$ cat src/rtl/apb_soc_config.sv
// rtl/apb_soc_config.sv - APB runtime SoC configuration with shadowed commit handshake
module apb_soc_config #(
   parameter int          APB_ADDR_WIDTH = 32,
   parameter int          NUM_SCRATCH    = 4,
   parameter logic [31:0] BOOT_ADDR_RST  = 32'h8000,
   parameter int          INSTR_RAM_SIZE = 32768,
   parameter int          DATA_RAM_SIZE  = 32768,
   parameter bit          USE_ZERO_RISCY = 1'b0,
   parameter bit          RISCY_RV32F    = 1'b1,
   parameter bit          ZERO_RV32M     = 1'b0,
   parameter bit          ZERO_RV32E     = 1'b0
) (
   input  logic                      clk,
   input  logic                      rst,
   input  logic [APB_ADDR_WIDTH-1:0] PADDR,
   input  logic [31:0]               PWDATA,
   input  logic                      PWRITE,
   input  logic                      PSEL,
   input  logic                      PENABLE,
   output logic [31:0]               PRDATA,
   output logic                      PREADY,
   output logic                      PSLVERR,
   output logic [31:0]               boot_addr_o,
   output logic                      fetch_en_o,
   output logic                      fpu_en_o,
   output logic                      cfg_req_o,
   input  logic                      cfg_ack_i
);

   typedef enum logic [1:0] {IDLE, REQ, APPLY} state_t;

   localparam bit          FPU_OK  = RISCY_RV32F && !USE_ZERO_RISCY;
   localparam logic [31:0] FEATURE = {16'h0C5A, 4'h0, 4'(NUM_SCRATCH), 4'h0,
                                      ZERO_RV32E, ZERO_RV32M, RISCY_RV32F, USE_ZERO_RISCY};

   state_t state_q, state_d;
   logic [31:0] boot_sh_q;
   logic        fetch_sh_q, fpu_sh_q, lock_q, aborted_q;
   logic [31:0] scratch_q [NUM_SCRATCH];
   logic        rd_phase_q, rd_err_q;

   logic [5:0]             idx;
   logic                   wr_acc, rd_acc, rd_first, pending;
   logic [NUM_SCRATCH-1:0] scr_sel, scr_we;
   logic                   scr_hit;
   logic [31:0]            rd_data, rd_scr;
   logic                   rd_err, wr_err;
   logic                   boot_we, ctrl_we, lock_set, commit_go, abort_go, apply_go;
   logic                   unused_addr;

   assign idx         = PADDR[7:2];
   assign unused_addr = ^{PADDR[APB_ADDR_WIDTH-1:8], PADDR[1:0]};
   assign wr_acc      = PSEL && PENABLE && PWRITE;
   assign rd_acc      = PSEL && PENABLE && !PWRITE;
   assign rd_first    = rd_acc && !rd_phase_q;
   assign pending     = (state_q != IDLE);
   assign cfg_req_o   = (state_q == REQ);
   assign PREADY      = !rd_first;
   assign PSLVERR     = (wr_acc && wr_err) || (rd_acc && rd_phase_q && rd_err_q);

   always_comb begin
      scr_sel = '0;
      rd_scr  = '0;
      for (int i = 0; i < NUM_SCRATCH; i++) begin
         scr_sel[i] = (idx == 6'(6 + i));
         if (scr_sel[i]) rd_scr = scratch_q[i];
      end
      scr_hit = |scr_sel;
   end

   always_comb begin
      rd_data = '0;
      rd_err  = 1'b0;
      case (idx)
         6'd0: rd_data = FEATURE;
         6'd1: rd_data = 32'(INSTR_RAM_SIZE);
         6'd2: rd_data = 32'(DATA_RAM_SIZE);
         6'd3: rd_data = boot_sh_q;
         6'd4: rd_data = {lock_q, 28'd0, 1'b0, fpu_sh_q, fetch_sh_q};
         6'd5: rd_data = {29'd0, aborted_q, lock_q, pending};
         default: begin
            if (scr_hit) rd_data = rd_scr;
            else         rd_err  = 1'b1;
         end
      endcase
   end

   // Lock-only CTRL writes are tested before the abort pattern so locking during REQ never aborts.
   always_comb begin
      wr_err    = 1'b0;
      boot_we   = 1'b0;
      ctrl_we   = 1'b0;
      lock_set  = 1'b0;
      commit_go = 1'b0;
      abort_go  = 1'b0;
      scr_we    = '0;
      if (wr_acc) begin
         case (idx)
            6'd0, 6'd1, 6'd2, 6'd5: wr_err = 1'b1;
            6'd3: begin
               if (lock_q || pending) wr_err  = 1'b1;
               else                   boot_we = 1'b1;
            end
            6'd4: begin
               if (PWDATA[31] && PWDATA[2:0] == 3'b000) begin
                  lock_set = 1'b1;
               end else if (state_q == REQ && !PWDATA[2] && !PWDATA[0]) begin
                  abort_go = 1'b1;
                  lock_set = PWDATA[31];
               end else if (pending || lock_q) begin
                  wr_err = 1'b1;
               end else begin
                  ctrl_we   = 1'b1;
                  lock_set  = PWDATA[31];
                  commit_go = PWDATA[2];
               end
            end
            default: begin
               if (scr_hit) scr_we = scr_sel;
               else         wr_err = 1'b1;
            end
         endcase
      end
   end

   always_comb begin
      state_d  = state_q;
      apply_go = 1'b0;
      case (state_q)
         IDLE:  if (commit_go) state_d = REQ;
         REQ: begin
            if (abort_go) begin
               state_d = IDLE;
            end else if (cfg_ack_i) begin
               state_d  = APPLY;
               apply_go = 1'b1;
            end
         end
         APPLY: state_d = IDLE;
         default: state_d = IDLE;
      endcase
   end

   always_ff @(posedge clk) begin
      if (rst) begin
         state_q     <= IDLE;
         boot_sh_q   <= BOOT_ADDR_RST;
         fetch_sh_q  <= 1'b0;
         fpu_sh_q    <= 1'b0;
         lock_q      <= 1'b0;
         aborted_q   <= 1'b0;
         boot_addr_o <= BOOT_ADDR_RST;
         fetch_en_o  <= 1'b0;
         fpu_en_o    <= 1'b0;
         rd_phase_q  <= 1'b0;
         rd_err_q    <= 1'b0;
         PRDATA      <= '0;
         for (int i = 0; i < NUM_SCRATCH; i++) scratch_q[i] <= '0;
      end else begin
         state_q    <= state_d;
         rd_phase_q <= rd_first;
         if (boot_we) boot_sh_q <= PWDATA;
         if (ctrl_we) begin
            fetch_sh_q <= PWDATA[0];
            fpu_sh_q   <= PWDATA[1];
         end
         if (lock_set) lock_q <= 1'b1;
         if (abort_go) aborted_q <= 1'b1;
         // Shadows reach the core on the ack edge, so outputs move together with cfg_req_o falling.
         if (apply_go) begin
            boot_addr_o <= boot_sh_q;
            fetch_en_o  <= fetch_sh_q;
            fpu_en_o    <= fpu_sh_q && FPU_OK;
            aborted_q   <= 1'b0;
         end
         for (int i = 0; i < NUM_SCRATCH; i++)
            if (scr_we[i]) scratch_q[i] <= PWDATA;
         if (!PSEL) begin
            PRDATA <= '0;
         end else if (rd_first) begin
            PRDATA   <= rd_data;
            rd_err_q <= rd_err;
         end
      end
   end

endmodule

$ cat config.mk
export PLATFORM = sky130hd
export DESIGN_NAME = apb_soc_config
export DESIGN_NICKNAME = d
export VERILOG_FILES = /design/src/rtl/apb_soc_config.sv
export SDC_FILE = /design/constraint.sdc
export NUM_CORES = 1
export LEC_CHECK = 0
export ABC_AREA = 1
export CAP_MARGIN = 20
export CORE_MARGIN = 4
export CORE_UTILIZATION = 55
export CTS_CLUSTER_SIZE = 8
export DETAILED_ROUTE_END_ITERATION = 8
export PLACE_DENSITY = 0.92
export SYNTH_ARGS = -nofsm -noshare
export SYNTH_HDL_FRONTEND = slang
export SYNTH_SLANG_ARGS = --single-unit
$ cat constraint.sdc
create_clock -name clk -period 4.8 [get_ports clk]
set_input_delay 0.72 -clock clk [delete_from_list [all_inputs] [get_ports clk]]
set_output_delay 0.72 -clock clk [all_outputs]
set_load 0.1 [all_outputs]
[Word level (Yosys, flattened, before mapping)]
Memories as Yosys holds them, arrays and structs flattened.
Index checks and enable logic that the tools add are counted.
Storage, ports and cells
  memories kept: 1
  flip-flop bits (word level): 106
  word-level logic and storage cells: 121
  output and inout bits: 69
  memory bits (writable): 128
Memories
  scratch_q: words 4, bits a word 32, read ports 4, clocked after Yosys merged registers in 0, wr ports 4, line 39  | logic [31:0] scratch_q [NUM_SCRATCH];
Operators by class
  reductions and logical operators: 29
  multiplexer cells: 62
  equal/unequal tests: 12
  bitwise operators: 5
Operators by type and width (count)
  32-bit two-way mux: 9
  32-bit one-hot mux with 5 select lines: 1
  1-bit two-way mux: 44
  6-bit by 3-bit equality test with 1-bit output (second input constant): 4
  6-bit by 2-bit equality test with 1-bit output (second input constant): 2
  6-bit by 4-bit equality test with 1-bit output (second input constant): 2
  4-bit two-way mux: 3
  1-bit logical AND: 10
  4-bit OR reduction: 2
  6-bit by 1-bit equality test with 1-bit output (second input constant): 1
  6-bit zero test: 1
  2-bit two-way mux: 3
  2-bit OR reduction: 3
  6-bit OR reduction: 1
  1-bit zero test: 5
  1-bit OR: 4
  2-bit one-hot mux with 2 select lines: 1
  2-bit AND reduction: 2
  3-bit zero test: 1
  3-bit by 1-bit != test with 1-bit output (second input constant): 1
  1-bit one-hot mux with 3 select lines: 1
  2-bit by 1-bit equality test with 1-bit output (second input constant): 1
  2-bit zero test: 1
  1-bit logical OR: 2
  3 further kinds: 3

[Longest topological paths before layout]
Gate-level depths: netlist of run 1.
  depth in word-level cells: 10
  gate-level depth with buffers: 10
  gate-level depth less buffers: 9

[Worst setup path after synthesis of run 1]
Ideal clock, no wire load.
  path kind: in2reg
  start: in PADDR[5]
  end: mem scratch_q[3][0] (enable)
  stages: 5
  path slack: 0.640 ns
  arrival time: 3.695 ns
  cell sequence: inv_1 > nor2_2 > nand3_1 > clkbuf_1 > o21ai_0
RTL lines
  start: declaration: line 15  | input logic [APB_ADDR_WIDTH-1:0] PADDR,
  end: declaration: line 39

[Worst setup path in the final report of run 1]
  start: in PADDR[7]
  end: out PSLVERR
On the way
  cells in the longest elaborated chain, start to end: 7
  elaborated cells on any way between the ends: 17
  those cells by class: 9 x eq/ne; 3 x mux; 5 x reduce/logical
RTL lines
  6-bit by 3-bit equality test with 1-bit output / 6-bit by 4-bit equality test with 1-bit output (equally long branches): line 65  | scr_sel[i] = (idx == 6'(6 + i));
  4-bit OR reduction: line 68  | scr_hit = |scr_sel;
  1-bit two-way mux: line 119  | if (scr_hit) scr_we = scr_sel;
  1-bit one-hot mux with 3 select lines *: line 98  | case (idx)
  1-bit two-way mux *: line 97  | if (wr_acc) begin
  1-bit logical AND *: line 59  | assign PSLVERR = (wr_acc && wr_err) || (rd_acc && rd_phase_q && rd_err_q);
  1-bit logical OR *: line 59
  end: declaration: line 22  | output logic PSLVERR,
Every way passes the cells marked *; elsewhere a longest branch is shown, timed or not.

==> results of run 1 <==
-- worst register-to-register path, delay by kind of cell (launching register included) --
family        cells  cell delay [ps]
flops             1              300
simple gates      8             1520
buf+inv           2              360
-- where the power goes --
part	total (mW)	switching (mW)	internal, mW
Combinational	0.280	0.206	0.0745
Sequential	2.20	0.0232	2.18
Clock	2.23	0.822	1.41
-- routing by layer --
metal	up-vias	GRT usage (%)	routed length [um]
met4	0	15.1	1480
met2	749	44.4	13500
met3	152	6.94	4000
met5	-	0	0
li1	3890	-	-
met1	4055	36.9	10600
-- worst paths after layout --
| check | cells past startpoint | slack, ps | endpoint | from |
|---|---|---|---|---|
| hold reg to reg | 2 | 450 | fpu_en_o$_SDFFE_PP0P_ | fpu_sh_q$_SDFFE_PP0P_ |
| setup / recovery | 10 | 1170 | PSLVERR | PADDR[7] |
| hold / removal | 2 | 450 | fpu_en_o$_SDFFE_PP0P_ | fpu_sh_q$_SDFFE_PP0P_ |
| setup reg to reg | 10 | 2570 | boot_addr_o[28]$_SDFFE_PP0P_ | state_q[0]$_SDFFE_PP0P_ |
-- cell usage after synthesis --
cell and number:
sky130_fd_sc_hd__nand3_2 1, sky130_fd_sc_hd__nand2_1 163, sky130_fd_sc_hd__nor3_1 1, sky130_fd_sc_hd__clkbuf_1 45, sky130_fd_sc_hd__nand4_1 35, sky130_fd_sc_hd__nand3b_1 1
sky130_fd_sc_hd__buf_4 7, sky130_fd_sc_hd__nor2_2 4, sky130_fd_sc_hd__o21ai_1 61, sky130_fd_sc_hd__buf_2 17, sky130_fd_sc_hd__nor2_4 4, sky130_fd_sc_hd__dfxtp_1 106
sky130_fd_sc_hd__inv_1 51, sky130_fd_sc_hd__edfxtp_1 128, sky130_fd_sc_hd__nor2_1 166, sky130_fd_sc_hd__o211ai_1 1, sky130_fd_sc_hd__buf_1 3, sky130_fd_sc_hd__or2_2 3
sky130_fd_sc_hd__o21ai_0 41, sky130_fd_sc_hd__a21oi_1 93, sky130_fd_sc_hd__nand3_4 1, sky130_fd_sc_hd__or2_0 27, sky130_fd_sc_hd__inv_2 5, sky130_fd_sc_hd__nand3_1 115
sky130_fd_sc_hd__nand2_2 1
-- cell families after synthesis --
logic type,synth area share (%)
compound gates,10.0
buf+inv,5.38
flops,60.8
simple gates,23.8
-- metrics by stage --
stage | std cells | worst slack, ps | hold slack (ps)
2_1_floorplan | 1080 | 640 | 419
3_3_place_gp | 1373 | 1280 | 428
3_5_place_dp | 1373 | 1180 | 439
4_1_cts | 1430 | 1210 | 452
5_1_grt | 1430 | 1060 | 484
6_report | 1430 | 1170 | 450
-- state kept, by name, indices dropped and copies added, names as in the netlist --
signal / cells
fpu_en_o: 1
lock_q: 1
fetch_en_o: 1
boot_sh_q: 32
aborted_q: 1
rd_err_q: 1
scratch_q: 128
fetch_sh_q: 1
boot_addr_o: 32
state_q: 2
PRDATA: 32
rd_phase_q: 1
fpu_sh_q: 1
-- final cells by class --
| type | count | area (um2) | area share, % |
|---|---|---|---|
| repair buffers | 140 | 1360 | 11.2 |
| flip-flops and latches | 234 | 5970 | 49.0 |
| clock buffers | 56 | 997 | 8.19 |
| multi-input cells | 718 | 3350 | 27.5 |
| clock inverters | 1 | 8.76 | 0.0719 |
| inverters | 56 | 210 | 1.73 |
| well taps | 225 | 282 | 2.31 |
==> flow_metrics.py, run 1 <==
metrics = {
    "status": {
        "run_status": "finished clean",
    },
    "place": {
        "placedInstanceArea_um2": 11200,
        "globalplace.congestion": 0.914,
        "port-buffer-count": 112,
        "dpl.hpwl_um": 17100,
    },
    "final_layout": {
        "insertedDiodeCount": 0,
        "finalNetCount": 1255,
        "share_of_layout_cells_above_drive_strength_1_pct": 7.97,
        "fin_area_um2": 12200,
        "fillers": 1114,
        "final_common_cell": "sky130_fd_sc_hd__nand2_1",
        "finalCoreUtilization_pct": 69.9,
        "area_growth_synth_to_finish_pct": 24.1,
        "layout.cells.most_common_list": "sky130_fd_sc_hd__nand2_1 (163), sky130_fd_sc_hd__nor2_1 (162), sky130_fd_sc_hd__edfxtp_1 (128)",
    },
    "detailed_routing": {
        "drt_pre_antenna_iters": 7,
        "detail_route.drc_violations": 0,
        "vias_per_cell": 6.19,
        "drtIter0Drc": 1319,
        "totalWireLength_um": 29600,
        "via_count": 8846,
        "antenna_left": 0,
        "detail_route.wl_per_cell_um": 20.7,
    },
    "worst_setup_path": {
        "worst_path_largest_cell_delay_ps": 470,
        "critical_path.endpoint_type": "primary output",
        "crit_buf_inv": 3,
        "setup.worst_path.start_class": "input pin",
        "critPathTopFamily": "simple AND/OR/NAND/NOR gates",
        "setup.worst_path.class": "input pin to primary output",
        "cp.required_ps": 4080,
        "cp_common_cell": "sky130_fd_sc_hd__nand2_1",
        "slowest_stage": "sky130_fd_sc_hd__nor2_4",
        "critPathArrivalTime_ps": 2910,
        "critical_path.cell_chain": "clkdlybuf4s50_1, nor2_4, nand2_1, nor2_2, buf_4, nand2_1, nand3_1, nand3_1, nand2_1, buf_12",
        "worst-path-max-fanout": 22,
    },
    "global_route": {
        "total_gr_overflow": 0,
        "largest_net_degree_at_the_start_of_global_routing": 58,
        "antenna_found_initial": 0,
        "gr_usage_total_pct": 28.4,
        "vias_in_the_first_global_route": 8564,
        "grt_first_pass_wirelength_um": 45100,
    },
    "synth": {
        "synth.lib_cells_used.distinct": 25,
        "syn_area_per_cell_um2": 9.08,
        "yosysTopAreaCellShare_pct": 39.2,
        "yosysSeqAreaShare_pct": 60.8,
        "ys_top_cells_by_area": "sky130_fd_sc_hd__edfxtp_1 (39%), sky130_fd_sc_hd__dfxtp_1 (22%), sky130_fd_sc_hd__nor2_1 (6.4%)",
        "synth-warning-count": 0,
        "synth_area_um2": 9810,
        "synth-seq-cells": 234,
        "syn_inst": 1080,
        "synth_top_cell_by_area": "sky130_fd_sc_hd__edfxtp_1",
        "synthesis.nets": 1150,
    },
    "clocking": {
        "cts-htree-levels": 2,
        "cts_sinks": 234,
        "cts_setup_buffers": 0,
        "clock-root-buffer": "sky130_fd_sc_hd__clkbuf_16",
        "clkSlewWorstSetupHoldPaths_ps": 50,
        "insertion_delay_ps": 490,
        "deepest_clock_path_buffer_count": 3,
        "numCtsBuffers": 35,
        "cts_tree": "yes",
        "holdBufCountCts": 0,
        "cts_resized": 0,
    },
    "die": {
        "effective_utilization_at_floorplan_pct": 56.3,
        "chipHeight_um": 142,
        "pin_count": 139,
        "rows": 48,
        "coreArea_um2": 17400,
        "chipWidth_um": 142,
        "die_area_um2": 20000,
    },
    "timing": {
        "max-slew-margin-rel_pct": 24.9,
        "totalNegativeSetupSlack_ps": 0,
        "final.period_utilization_pct": 75.6,
        "finalHoldViolCount": 0,
        "setup_viol": 0,
        "grt_setup_unrepaired": "no",
        "period_minus_slack_ps": 3630,
        "max_slew.worst_pin.slew_ps": 1120,
        "final.setup_skew_ps": 10.2,
        "timing.fmax_mhz": 276,
        "final_max_slew_viol_count": 0,
    },
    "pwr": {
        "report.power.total_mw": 4.71,
        "powerDensity_nw_per_um2": 387,
        "vdd_ir_drop_max_mv": 0.238,
        "reported_leakage_power_nw": 4.95,
    },
    "worst_hold_path": {
        "min-delay-path-class": "register to register",
    },
    "run": {
        "total_of_max_cap_violations": 0,
    },
}
Power figures use the tool's default switching activity.
==> inputs of run 2 (changes only) <==
- clock period: 4.8 -> 3.71 ns (I/O delays scaled with it)
==> flow_metrics.py, run 2 (synthesis results as in run 1) <==
metrics = {
    "status": {
        "run_status": "finished clean",
    },
    "clocking": {
        "cts_tree": "yes",
        "cts_sinks": 234,
        "holdBufCountCts": 0,
        "cts_resized": 0,
        "clock-root-buffer": "sky130_fd_sc_hd__clkbuf_16",
        "deepest_clock_path_buffer_count": 3,
        "insertion_delay_ps": 510,
        "cts_setup_buffers": 0,
        "numCtsBuffers": 35,
        "cts-htree-levels": 2,
        "clkSlewWorstSetupHoldPaths_ps": 50,
    },
    "detailed_routing": {
        "antenna_left": 0,
        "detail_route.drc_violations": 0,
        "drtIter0Drc": 1443,
        "detail_route.wl_per_cell_um": 20.6,
        "via_count": 8846,
        "vias_per_cell": 6.16,
        "totalWireLength_um": 29600,
        "drt_pre_antenna_iters": 6,
    },
    "timing": {
        "timing.fmax_mhz": 317,
        "totalNegativeSetupSlack_ps": 0,
        "finalHoldViolCount": 0,
        "final.period_utilization_pct": 85.0,
        "final_max_slew_viol_count": 0,
        "final.setup_skew_ps": 11.5,
        "timing.hold.ws_ps": 449,
        "setup_viol": 0,
        "max_slew.worst_pin.slew_ps": 1080,
        "post-route-worst-setup-slack_ps": 555,
        "grt_setup_unrepaired": "no",
        "period_minus_slack_ps": 3150,
        "max-slew-margin-rel_pct": 28.1,
    },
    "die": {
        "die_area_um2": 20000,
        "rows": 48,
        "effective_utilization_at_floorplan_pct": 56.3,
        "chipHeight_um": 142,
        "pin_count": 139,
        "chipWidth_um": 142,
        "coreArea_um2": 17400,
    },
    "final_layout": {
        "largest_reg_flops": 128,
        "area_growth_synth_to_finish_pct": 24.6,
        "top_register": "scratch_q",
        "finalNetCount": 1259,
        "insertedDiodeCount": 0,
        "finalCoreUtilization_pct": 70.2,
        "final_common_cell": "sky130_fd_sc_hd__nand2_1",
        "share_of_layout_cells_above_drive_strength_1_pct": 8.34,
        "layoutNonFillerInstCount": 1436,
        "layout.cells.most_common_list": "sky130_fd_sc_hd__nand2_1 (163), sky130_fd_sc_hd__nor2_1 (162), sky130_fd_sc_hd__edfxtp_1 (128)",
        "fillers": 1151,
    },
    "global_route": {
        "antenna_found_initial": 0,
        "grt_first_pass_wirelength_um": 46000,
        "total_gr_overflow": 0,
        "gr_usage_total_pct": 29.1,
        "vias_in_the_first_global_route": 8521,
        "largest_net_degree_at_the_start_of_global_routing": 59,
    },
    "place": {
        "placed_cells": 1377,
        "port-buffer-count": 112,
        "detailedPlace.worstSlack_ps": 628,
        "dpl.hpwl_um": 17400,
        "globalplace.congestion": 0.944,
    },
    "worst_setup_path": {
        "worst-path-max-fanout": 14,
        "critPathArrivalTime_ps": 2600,
        "reg2reg_slack_ps": 1720,
        "setup.worst_path.class": "input pin to primary output",
        "critical_path.endpoint_type": "primary output",
        "setup.worst_path.start_class": "input pin",
        "cp.required_ps": 3150,
    },
    "worst_hold_path": {
        "min-delay-path-class": "register to register",
    },
    "pwr": {
        "vdd_ir_drop_max_mv": 0.315,
        "powerDensity_nw_per_um2": 500,
        "reported_leakage_power_nw": 4.98,
    },
    "run": {
        "total_of_max_cap_violations": 0,
    },
}
-- run 2: cell types whose count changed in the layout (fill, tap and decap cells not counted), sizes merged --
cell    before  now
clkinv       1    2
buf         30   34
inv         56   57
-- run 2: stage by stage --
| step | total power, mW | area [um2] |
|---|---|---|
| after floorplan | 3.08 | 9810 |
| after global placement | 3.22 | 11200 |
| after detailed placement | 3.24 | 11200 |
| after CTS | 6.09 | 12200 |
| after global routing | 6.25 | 12200 |
| final | 6.11 | 12200 |
-- run 2: worst paths after layout --
check                    startpoint                    endpoint  depth (start not counted)
max                        PADDR[3]                     PSLVERR                          9
min          aborted_q$_SDFFE_PP0P_      aborted_q$_SDFFE_PP0P_                          2
max reg2reg     lock_q$_SDFFE_PP0P_  boot_sh_q[11]$_SDFFE_PP0P_                          8
min reg2reg  aborted_q$_SDFFE_PP0P_      aborted_q$_SDFFE_PP0P_                          2
-- run 2: cell type report --
cell class | count | area [um2] | area share [%]
flip-flops and latches | 234 | 5970 | 48.8
multi-input cells | 718 | 3350 | 27.4
repair buffers | 144 | 1410 | 11.5
clock buffers | 56 | 976 | 7.99
well taps | 225 | 282 | 2.30
inverters | 56 | 210 | 1.72
clock inverters | 3 | 33.8 | 0.276
-- run 2: report_power, final --
part           switching [mW]  leakage [nW]  internal (mW)
sequential             0.0290          2.07           2.81
combinational           0.266          2.43         0.0972
clock                    1.12         0.483           1.79
-- run 2: critical path, cell delays in order --
cell                              delay (ps)
sky130_fd_sc_hd__clkdlybuf4s50_1         520
sky130_fd_sc_hd__nor2_4                  430
sky130_fd_sc_hd__buf_4                   310
sky130_fd_sc_hd__nand3_1                 170
sky130_fd_sc_hd__nand2_1                 160
sky130_fd_sc_hd__nand3_1                  90
sky130_fd_sc_hd__nand3_1                  70
sky130_fd_sc_hd__nand2_1                 110
sky130_fd_sc_hd__buf_12                  190
-- run 2: per-layer routing --
layer | track usage [%] | up-vias | routed length, um
li1 | - | 3901 | -
met3 | 7.38 | 127 | 3910
met4 | 13.3 | 0 | 1140
met5 | 0 | - | 0
met1 | 37.6 | 4087 | 10600
met2 | 46.4 | 731 | 13900
